==> config.mk <==
export PLATFORM = sky130hd
export DESIGN_NAME = mcp3008_spi_responder
export DESIGN_NICKNAME = d
export VERILOG_FILES = /design/src/rtl/mcp3008_spi_responder.sv
export SDC_FILE = /design/constraint.sdc
export NUM_CORES = 1
export LEC_CHECK = 0
export CAP_MARGIN = 20
export CORE_UTILIZATION = 44
export CTS_CLUSTER_DIAMETER = 50
export CTS_CLUSTER_SIZE = 20
export DETAILED_ROUTE_END_ITERATION = 10
export GPL_ROUTABILITY_DRIVEN = 0
export SYNTH_ARGS = -nofsm -noshare
export SYNTH_HDL_FRONTEND = slang
export SYNTH_SLANG_ARGS = --single-unit
==> constraint.sdc <==
create_clock -name clk -period 3.85 [get_ports clk]
set_input_delay 0.77 -clock clk [delete_from_list [all_inputs] [get_ports clk]]
set_output_delay 0.77 -clock clk [all_outputs]
set_load 0.02 [all_outputs]
==> src/rtl/mcp3008_spi_responder.sv <==
// MCP3008-style SPI responder: decodes start/SGL/D2..D0 on MOSI and returns a 10-bit
// sample from a fabric-loaded channel table on MISO, null bit first, MSB first.
//
// state      | meaning
// IDLE       | after reset; wait for cs_n high so a frame already in progress is ignored
// ARMED      | cs_n high, waiting for its falling edge
// WAIT_START | selected, skipping leading zero bits until the start bit
// CMD        | shifting SGL, D2, D1, D0
// SAMPLE     | waiting for the sample clock rise, then the null bit on its fall
// DATA       | shifting the sample out on SCLK falls
// DONE       | sample complete; MISO held at 0 until cs_n rises
module mcp3008_spi_responder #(
  parameter int DATA_WIDTH   = 10,
  parameter int NUM_CHANNELS = 8,
  parameter int SYNC_STAGES  = 2
) (
  input  logic                  clk,
  input  logic                  rst_n,
  input  logic                  spi_cs_n,
  input  logic                  spi_clk,
  input  logic                  spi_mosi,
  output logic                  spi_miso,
  output logic                  spi_miso_oe,
  input  logic                  axiiv,
  input  logic [2:0]            axiic,
  input  logic [DATA_WIDTH-1:0] axiid,
  output logic                  conv_valid,
  output logic [2:0]            conv_channel,
  output logic                  conv_single,
  output logic                  frame_abort,
  output logic                  busy
);

  localparam int CNT_W = $clog2(DATA_WIDTH + 1);

  typedef enum logic [2:0] {IDLE, ARMED, WAIT_START, CMD, SAMPLE, DATA, DONE} state_t;

  state_t state_q, state_n;

  logic [SYNC_STAGES-1:0] cs_sync_q, sclk_sync_q, mosi_sync_q;
  logic                   cs_prev_q, sclk_prev_q;
  logic                   cs_n_s, sclk_s, mosi_s;
  logic                   cs_rise, cs_fall, sclk_rise, sclk_fall;

  logic [DATA_WIDTH-1:0]  tbl [NUM_CHANNELS];

  logic [CNT_W-1:0]       cnt_q, cnt_n;
  logic [2:0]             cmd_q, cmd_n;
  logic [DATA_WIDTH-1:0]  shift_q, shift_n;
  logic                   miso_q, miso_n;
  logic                   busy_q, busy_n;
  logic                   conv_valid_q, conv_valid_n;
  logic [2:0]             conv_ch_q, conv_ch_n;
  logic                   conv_sgl_q, conv_sgl_n;
  logic                   abort_q, abort_n;

  // cs_n chain resets low so a frame already selected at reset release is never armed
  always_ff @(posedge clk) begin
    if (!rst_n) begin
      cs_sync_q   <= '0;
      sclk_sync_q <= '0;
      mosi_sync_q <= '0;
      cs_prev_q   <= 1'b0;
      sclk_prev_q <= 1'b0;
    end else begin
      cs_sync_q   <= {cs_sync_q[SYNC_STAGES-2:0], spi_cs_n};
      sclk_sync_q <= {sclk_sync_q[SYNC_STAGES-2:0], spi_clk};
      mosi_sync_q <= {mosi_sync_q[SYNC_STAGES-2:0], spi_mosi};
      cs_prev_q   <= cs_n_s;
      sclk_prev_q <= sclk_s;
    end
  end

  assign cs_n_s    = cs_sync_q[SYNC_STAGES-1];
  assign sclk_s    = sclk_sync_q[SYNC_STAGES-1];
  assign mosi_s    = mosi_sync_q[SYNC_STAGES-1];
  assign cs_rise   = cs_n_s & ~cs_prev_q;
  assign cs_fall   = ~cs_n_s & cs_prev_q;
  assign sclk_rise = sclk_s & ~sclk_prev_q;
  assign sclk_fall = ~sclk_s & sclk_prev_q;

  always_ff @(posedge clk) begin
    if (!rst_n) begin
      for (int i = 0; i < NUM_CHANNELS; i++) tbl[i] <= '0;
    end else if (axiiv) begin
      tbl[axiic] <= axiid;
    end
  end

  always_ff @(posedge clk) begin
    if (!rst_n) begin
      state_q      <= IDLE;
      cnt_q        <= '0;
      cmd_q        <= '0;
      shift_q      <= '0;
      miso_q       <= 1'b0;
      busy_q       <= 1'b0;
      conv_valid_q <= 1'b0;
      conv_ch_q    <= '0;
      conv_sgl_q   <= 1'b0;
      abort_q      <= 1'b0;
    end else begin
      state_q      <= state_n;
      cnt_q        <= cnt_n;
      cmd_q        <= cmd_n;
      shift_q      <= shift_n;
      miso_q       <= miso_n;
      busy_q       <= busy_n;
      conv_valid_q <= conv_valid_n;
      conv_ch_q    <= conv_ch_n;
      conv_sgl_q   <= conv_sgl_n;
      abort_q      <= abort_n;
    end
  end

  always_comb begin
    state_n      = state_q;
    cnt_n        = cnt_q;
    cmd_n        = cmd_q;
    shift_n      = shift_q;
    miso_n       = miso_q;
    busy_n       = busy_q;
    conv_valid_n = 1'b0;
    conv_ch_n    = conv_ch_q;
    conv_sgl_n   = conv_sgl_q;
    abort_n      = 1'b0;
    unique case (state_q)
      IDLE: if (cs_n_s) state_n = ARMED;
      ARMED: if (cs_fall) begin
        state_n = WAIT_START;
        cnt_n   = '0;
      end
      WAIT_START: begin
        if (cs_rise) begin
          state_n = ARMED;
        end else if (sclk_rise && mosi_s) begin
          busy_n  = 1'b1;
          cnt_n   = '0;
          state_n = CMD;
        end
      end
      CMD, SAMPLE, DATA: begin
        if (cs_rise) begin
          state_n = ARMED;
          abort_n = 1'b1;
          busy_n  = 1'b0;
          shift_n = '0;
          miso_n  = 1'b0;
        end else if (state_q == CMD) begin
          if (sclk_rise) begin
            if (cnt_q == CNT_W'(3)) begin
              // table read sees the registered value, so a same-cycle write is not captured
              shift_n      = tbl[{cmd_q[1:0], mosi_s}];
              conv_valid_n = 1'b1;
              conv_ch_n    = {cmd_q[1:0], mosi_s};
              conv_sgl_n   = cmd_q[2];
              cnt_n        = '0;
              state_n      = SAMPLE;
            end else begin
              cmd_n = {cmd_q[1:0], mosi_s};
              cnt_n = cnt_q + CNT_W'(1);
            end
          end
        end else if (state_q == SAMPLE) begin
          if (sclk_rise) begin
            cnt_n = CNT_W'(1);
          end else if (sclk_fall && cnt_q == CNT_W'(1)) begin
            miso_n  = 1'b0;
            cnt_n   = '0;
            state_n = DATA;
          end
        end else if (sclk_fall) begin
          miso_n  = shift_q[DATA_WIDTH-1];
          shift_n = {shift_q[DATA_WIDTH-2:0], 1'b0};
          if (cnt_q == CNT_W'(DATA_WIDTH - 1)) state_n = DONE;
          else cnt_n = cnt_q + CNT_W'(1);
        end
      end
      DONE: begin
        if (cs_rise) begin
          state_n = ARMED;
          busy_n  = 1'b0;
          miso_n  = 1'b0;
        end else if (sclk_fall) begin
          miso_n = 1'b0;
        end
      end
      default: state_n = IDLE;
    endcase
  end

  assign spi_miso     = miso_q;
  assign spi_miso_oe  = ~cs_n_s & (state_q != IDLE);
  assign conv_valid   = conv_valid_q;
  assign conv_channel = conv_ch_q;
  assign conv_single  = conv_sgl_q;
  assign frame_abort  = abort_q;
  assign busy         = busy_q;

endmodule

-- Word level (Yosys, flattened, before mapping)
Memories as Yosys holds them, arrays and structs flattened.
Cells that the tools add are included.
- add/sub/neg operators: 1
- equality and inequality tests: 35
- muxes and demuxes: 56
- bitwise logic cells: 15
- reductions and logical operators: 20
- operators with widths (operator ; number):
    two-way mux 10 bit ; 7
    two-way mux 4 bit ; 12
    two-way mux 3 bit ; 15
    inequality test 4 bit, second input constant ; 8
    inequality test 5 bit, second input constant ; 4
    two-way mux 1 bit ; 18
    inequality test 3 bit, second input constant ; 6
    one-hot mux 3 bit (5 select lines) ; 1
    AND reduction 5 bit ; 3
    inequality test 2 bit, second input constant ; 6
    one-hot mux 4 bit (3 select lines) ; 1
    NOT 1 bit ; 10
    AND reduction 10 bit ; 1
    OR reduction 10 bit ; 1
    == test 3 bit, second input constant ; 3
    AND reduction 9 bit ; 1
    nonzero test 3 bit ; 3
    == test 3 x 2 -> 1 bit, second input constant ; 2
    AND reduction 6 bit ; 1
    AND 1 bit ; 5
    OR reduction 5 bit ; 1
    adder 4 x 1 -> 4 bit, second input constant ; 1
    == test 4 x 1 -> 1 bit, second input constant ; 1
    == test 4 x 2 -> 1 bit, second input constant ; 1
    other kinds (12) ; 15
- flip-flop bits (word level): 36
- memory bits (writable): 80
- input port bits: 19
- output and inout bits: 9
- logic and storage cells: 143
- memories kept: 1
- memory list (memory ; depth ; bits a word ; rd ports ; clocked after Yosys merged registers in ; write ports ; RTL line ; text):
    tbl ; 8 ; 10 ; 1 ; 0 ; 8 ; 45 ; logic [DATA_WIDTH-1:0] tbl [NUM_CHANNELS];

-- Depth between registers and ports, before layout
Gate-level depths: netlist of run 1.
- depth after elaboration: 9
- gate-level depth with buffers: 7
- mapped depth without buffers: 7

-- Least setup slack after synthesis of run 1
OpenSTA, ideal clock, no wires.
- kind: in2reg
- start: input axiic[0]
- end: memory tbl[4][0], enable pin
- library setup time: 391 ps
- arrival: 1814 ps
- data required time: 3459 ps
- path slack: 1645 ps
- cell stages on the path: 2
- path buffers: 0
- cell sequence: nand3b_1 > o21ai_0
- RTL lines (element ; RTL line ; text):
    start, declared ; 25 ; input logic [2:0] axiic,
    end, declared ; 45 ;

-- Worst setup path in the final report of run 1
- start: register state_q[0]
- end: output spi_miso_oe
- cells in the longest elaborated chain, start to end: 2
- ends and longest elaborated chain (element ; RTL line ; text):
    start, declared ; 38 ; state_t state_q, state_n;
    start signal, assigned ; 103 ; state_q <= state_n;
    nonzero test 3 bit ; 193 ; assign spi_miso_oe = ~cs_n_s & (state_q != IDLE);
    AND 1 bit ; 193 ;
    end, declared ; 23 ; output logic spi_miso_oe,
No other way between the ends.

==> out/qor.txt, run 1 <==
Status -> completed
Main combinational cell family by area after synthesis -> simple AND/OR/NAND/NOR gates
Max_cap viols -> 0
PortBufs -> 27
Initial Util -> 45.1%
First-pass GRT wire length -> 19700 um
Met3 Resource Use GR -> 6.27%
Critical Path Fanout Max -> 16
Dpl ws -> 1020 ps
Number of global-route vias before repair -> 3539
Final TNS setup -> 0 ps
Synth-to-Final Area Change -> 18.2%
Sw Share -> 21.2%
Antenna Nets Post-Route -> 0
GR Util met2 -> 32.8%
Slew Viols, Final -> 0
Row cnt -> 40
Seq pwr share -> 46.8%
Total power -> 3.04 mW
Post-synth ARST share -> 0%
GR Util All Layers -> 21.1%
Vias per std cell -> 5.50
WS Path Type -> flip-flop to output port
Initial antenna violation count -> 0
Final Hold Vio Count -> 0
Synth Area in XOR/XNOR -> 0%
Final Cycle Share -> 76.4%
Fin crit period -> 2940 ps
Synth Net Count -> 476
Share of layout cells above drive strength 1 -> 9.22%
Slew at the pin closest to its max-slew limit -> 938 ps
Setup crit start kind -> flip-flop
Most common cell after layout, fill and taps aside -> and2_1
Max Buffers Root-to-Sink -> 2
YS warnings -> 0
Area of the multi-input gates -> 0.00216 sq mm
Total Die Area -> 0.0127 sq mm
Skew-Pair Late Insertion Delay -> 410 ps
P_leak -> 2.13 nW
Crit end category -> output port
Initial DRC Count -> 285
DRC errors left -> 0
Arrival time at the worst endpoint -> 2170 ps
Hold WC Path Type -> flip-flop to flip-flop
Final setup fails -> 0
Die X-Extent -> 113 um
Power per Cell Area -> 476 mW/mm^2
EDFF count, synth -> 80
Post-Route WL -> 12200 um
Synth Area in Simple Gates -> 19.6%
CP Data Required Time -> 3080 ps
CTS tree -> yes
Adder-cell area share of the yosys netlist -> 0.464%
Hold buffers post-CTS -> 0
Top Ports -> 28
Overflow after GRT -> 0
Worst VDD drop -> 357 uV
Post-Synthesis Cell Area -> 0.00540 sq mm
Syn Area/Cell -> 11.9 sq um
Die height -> 113 um
Synthesized flop and latch total -> 116
Routed WL per cell -> 18.9 um
Most used DFF post-synth -> edfxtp_1
Reg area -> 0.00312 sq mm
Via count -> 3554
Grt peak-use layer -> met2
CTS buffer count -> 17
RSZ-0062 raised after global routing -> no
Relative slew slack -> 37.5%
Clock sink count -> 116
Clock Root Buffer -> clkbuf_16
Final clock skew -> 6.43 ps
Setup bufs post-CTS -> 0
Ant diodes -> 0
Largest net degree at the start of global routing -> 38
Number of iterations in the first detailed-routing pass -> 5
Met1 usage -> 27.7%
F_max -> 340 MHz
PostCTS Resize Cnt -> 0
CTS HTree Levels -> 4
Reg clk slew, reported paths -> 50 ps
Mux contribution to synthesized area -> 7.53%
Compound-Gate Fraction of Synth Area -> 12.5%
Final worst setup slack -> 910 ps
Post-layout instance area -> 0.00638 sq mm
P_sw -> 643 uW
Clock network power share -> 48.1%
Synth Instances -> 455
Logic pwr share -> 5.1%
Non-Filler Instances -> 646
Placed Cells -> 615
Most frequent cells in the layout -> 90 x and2_1, 80 x edfxtp_1, 35 x mux2i_1, 35 x dfxtp_1, 27 x clkdlybuf4s50_1
Seq/Total Area, Yosys -> 57.9%
Netlist cell types -> 51
Cell Int Power -> 2.39 mW
Final nets -> 508
Core Box Area -> 0.0120 sq mm
# fillers -> 1036
Cell Area, Placed -> 0.00583 sq mm
R2R setup slack -> 1590 ps
Hpwl dp -> 8310 um
final timing paths:
path,start,end,depth (start not counted)
max,state_q[0],spi_miso_oe,3
min,cs_sync_q[0],cs_sync_q[1],1
max reg2reg,mosi_sync_q[1],cnt_q[1],5
min reg2reg,cs_sync_q[0],cs_sync_q[1],1
cell families after synthesis:
logic type                 count (synthesis)
AOI/OAI and AO/OA                         93
buffers and inverters                     28
adders and majority gates                  2
muxes                                     38
DFF                                      116
and+or+nand+nor                          178
area by class of cell:
| cell class | count | area share [%] |
|---|---|---|
| Clock buffer | 19 | 6.79 |
| Clock inverter | 12 | 1.80 |
| Inverter | 4 | 0.235 |
| Multi-Input combinational cell | 311 | 33.9 |
| Sequential cell | 116 | 49.0 |
| Tap cell | 147 | 2.88 |
| Timing Repair Buffer | 37 | 5.41 |
registers in the layout, indices dropped and copies added (netlist names):
| name | cells |
|---|---|
| cs_sync_q | 2 |
| sclk_prev_q | 1 |
| cs_prev_q | 1 |
| cnt_q | 4 |
| shift_q | 10 |
| cmd_q | 3 |
| spi_miso | 1 |
| frame_abort | 1 |
| tbl | 80 |
| conv_channel | 3 |
| conv_valid | 1 |
| sclk_sync_q | 2 |
| mosi_sync_q | 2 |
| busy | 1 |
| conv_single | 1 |
| state_q | 3 |
Yosys cell counts (2+ instances only):
library cell  instances  share of area [%]
mux4_2                2               0.83
nand3_1               9               0.83
nand3b_1              4               0.56
or4b_1                2               0.37
and3_1                2               0.23
clkbuf_1             14               0.97
nand2_1              11               0.76
o211ai_1              4               0.56
nor2_1               16                1.1
o22a_1                2               0.32
nor3_1                5               0.46
a21oi_1              20                1.9
inv_1                 4               0.28
nand2b_1              9                1.0
nor2b_1              23                2.7
o2bb2ai_1             9                1.5
buf_1                 4               0.28
buf_2                 6               0.56
a21boi_0              2               0.28
mux2i_1              35                6.5
a32oi_1               9                1.5
and2_1               90                 10
dfxtp_1              36                 13
o21ai_0              14                1.3
ha_1                  2               0.46
edfxtp_1             80                 45
a211oi_1              9                1.3
a22oi_1               9                1.3
critical path: stages, from the launching register on:
cell             delay, ps
dfxtp_1                640
inv_1                  280
a31oi_1                220
clkdlybuf4s50_1        620
routing by layer:
| metal | vias to the layer above | part of all wire, % |
|---|---|---|
| met4 | 0 | 1.9 |
| met1 | 1714 | 47 |
| li1 | 1746 | - |
| met2 | 81 | 47 |
| met3 | 13 | 3.6 |
| met5 | - | 0 |
power groups by stage:
stage,sequential [mW],clock (mW),combinational (mW)
after floorplan,1.43,0,0.0948
after global placement,1.44,0,0.154
after detailed placement,1.44,0,0.155
after CTS,1.42,1.49,0.156
after global routing,1.43,1.54,0.169
final,1.42,1.46,0.154
per-stage QoR:
| step | hold WS [ps] | utilization [%] |
|---|---|---|
| floorplan | 412 | - |
| global placement | 424 | 48.7 |
| detailed placement | 422 | 48.7 |
| CTS | 440 | 53.3 |
| global route | 461 | 53.3 |
| finish | 432 | 53.3 |
Power figures use the tool's default switching activity.
==> run 2, diff against run 1 <==
==> constraint.sdc (replaced) <==
create_clock -name clk -period 2.8 [get_ports clk]
set_input_delay 0.56 -clock clk [delete_from_list [all_inputs] [get_ports clk]]
set_output_delay 0.56 -clock clk [all_outputs]
set_load 0.02 [all_outputs]
==> out/qor.txt, run 2 (synthesis gave the netlist of run 1 again) <==
Status -> completed
Antenna Nets Post-Route -> 0
Number of global-route vias before repair -> 3545
Non-Filler Instances -> 648
PostCTS Resize Cnt -> 0
Power per Cell Area -> 621 mW/mm^2
Worst VDD drop -> 474 uV
Placed Cells -> 618
Overflow after GRT -> 0
F_max -> 386 MHz
Setup crit start kind -> flip-flop
Largest Register -> tbl
Skew-Pair Late Insertion Delay -> 410 ps
Number of iterations in the first detailed-routing pass -> 5
Slew at the pin closest to its max-slew limit -> 740 ps
Total power -> 3.94 mW
Max_cap viols -> 0
Top Ports -> 28
Routed WL per cell -> 18.4 um
Hold buffers post-CTS -> 0
Clock Root Buffer -> clkbuf_16
RSZ-0062 raised after global routing -> no
Die X-Extent -> 113 um
Final Hold Vio Count -> 0
DRC errors left -> 0
Critical Path Fanout Max -> 16
Slew Viols, Final -> 0
Cell Area, Placed -> 0.00587 sq mm
Initial antenna violation count -> 0
Setup bufs post-CTS -> 0
CTS tree -> yes
Most frequent cells in the layout -> 90 x and2_1, 80 x edfxtp_1, 35 x mux2i_1, 35 x dfxtp_1, 27 x clkdlybuf4s50_1
Row cnt -> 40
CTS HTree Levels -> 4
Final Cycle Share -> 92.6%
Die height -> 113 um
Via count -> 3630
Initial Util -> 45.1%
CP Data Required Time -> 2240 ps
# fillers -> 1048
Largest net degree at the start of global routing -> 50
Hold_sp -> cs_sync_q[0]
WS Path Type -> flip-flop to output port
Ant diodes -> 0
Hold WC Path Type -> flip-flop to flip-flop
Final clock skew -> 6.24 ps
Initial DRC Count -> 309
Core Box Area -> 0.0120 sq mm
FF-to-FF Start -> state_q[1]
P_leak -> 2.11 nW
GR Util All Layers -> 20.9%
Total Die Area -> 0.0127 sq mm
Vias per std cell -> 5.60
Most common cell after layout, fill and taps aside -> and2_1
Flip-flop count of the largest register after layout -> 80
Synth-to-Final Area Change -> 17.6%
Crit path launch -> state_q[2]
PortBufs -> 27
Reg clk slew, reported paths -> 50 ps
Final TNS setup -> 0 ps
Final nets -> 511
Fin crit period -> 2590 ps
Post-layout instance area -> 0.00635 sq mm
Arrival time at the worst endpoint -> 2030 ps
First-pass GRT wire length -> 19600 um
Crit end category -> output port
CTS buffer count -> 17
Relative slew slack -> 50.5%
Hpwl dp -> 8310 um
Final setup fails -> 0
Post-Route WL -> 11900 um
Max Buffers Root-to-Sink -> 2
Clock sink count -> 116
Biggest regs -> tbl: 80 flops, shift_q: 10 flops, cnt_q: 4 flops
Share of layout cells above drive strength 1 -> 8.98%
==> run 2: changes by cell type in the layout (fill, tap and decap cells not counted), sizes merged <==
cell    previous run  this run
buf               10        13
bufinv             2         0
clkinv             9         8
clkbuf            19        21
==> run 2: area by class of cell <==
cell class              count  area, sq um  share of cell area (%)
clock buffers              21          440                    6.94
clock inverters             9         41.3                   0.651
inverters                   4         15.0                   0.237
multi-input cells         311         2160                    34.1
flip-flops and latches    116         3120                    49.2
well taps                 147          184                    2.90
repair buffers             40          380                    5.99
==> run 2: per-stage QoR <==
stage          worst slack [ps]  hold WS [ps]  utilization (%)
2_1_floorplan               805           412                -
3_3_place_gp                337           429             49.0
3_5_place_dp                272           425             49.0
4_1_cts                     224           436             53.1
5_1_grt                    94.6           461             53.1
6_report                    207           430             53.1
==> run 2: power by group <==
group	internal, mW	leakage [nW]	switching [mW]
combinational	0.0953	0.819	0.132
sequential	1.92	1.06	0.0268
clock	1.09	0.234	0.683
total	3.10	2.11	0.841
==> run 2: metal layers <==
layer | wire length (um) | vias to the layer above | track usage [%] | share of wire, %
met5 | 0 | - | 0 | 0
met3 | 532 | 16 | 5.20 | 4.5
met4 | 178 | 0 | 8.00 | 1.5
li1 | - | 1755 | - | -
met2 | 5590 | 86 | 33.0 | 47
met1 | 5620 | 1773 | 27.8 | 47
==> run 2: path summary, 6_finish.rpt <==
kind             endpoint  slack (ps)  cells after the start
max           spi_miso_oe         210                      3
min          cs_sync_q[1]         430                      1
max reg2reg    shift_q[0]         480                      5
min reg2reg  cs_sync_q[1]         430                      1
==> run 2: critical path, cell delays in order, from the launching register on <==
cell	delay, ps
dfxtp_1	650
inv_1	180
a31oi_1	160
clkdlybuf4s50_1	630
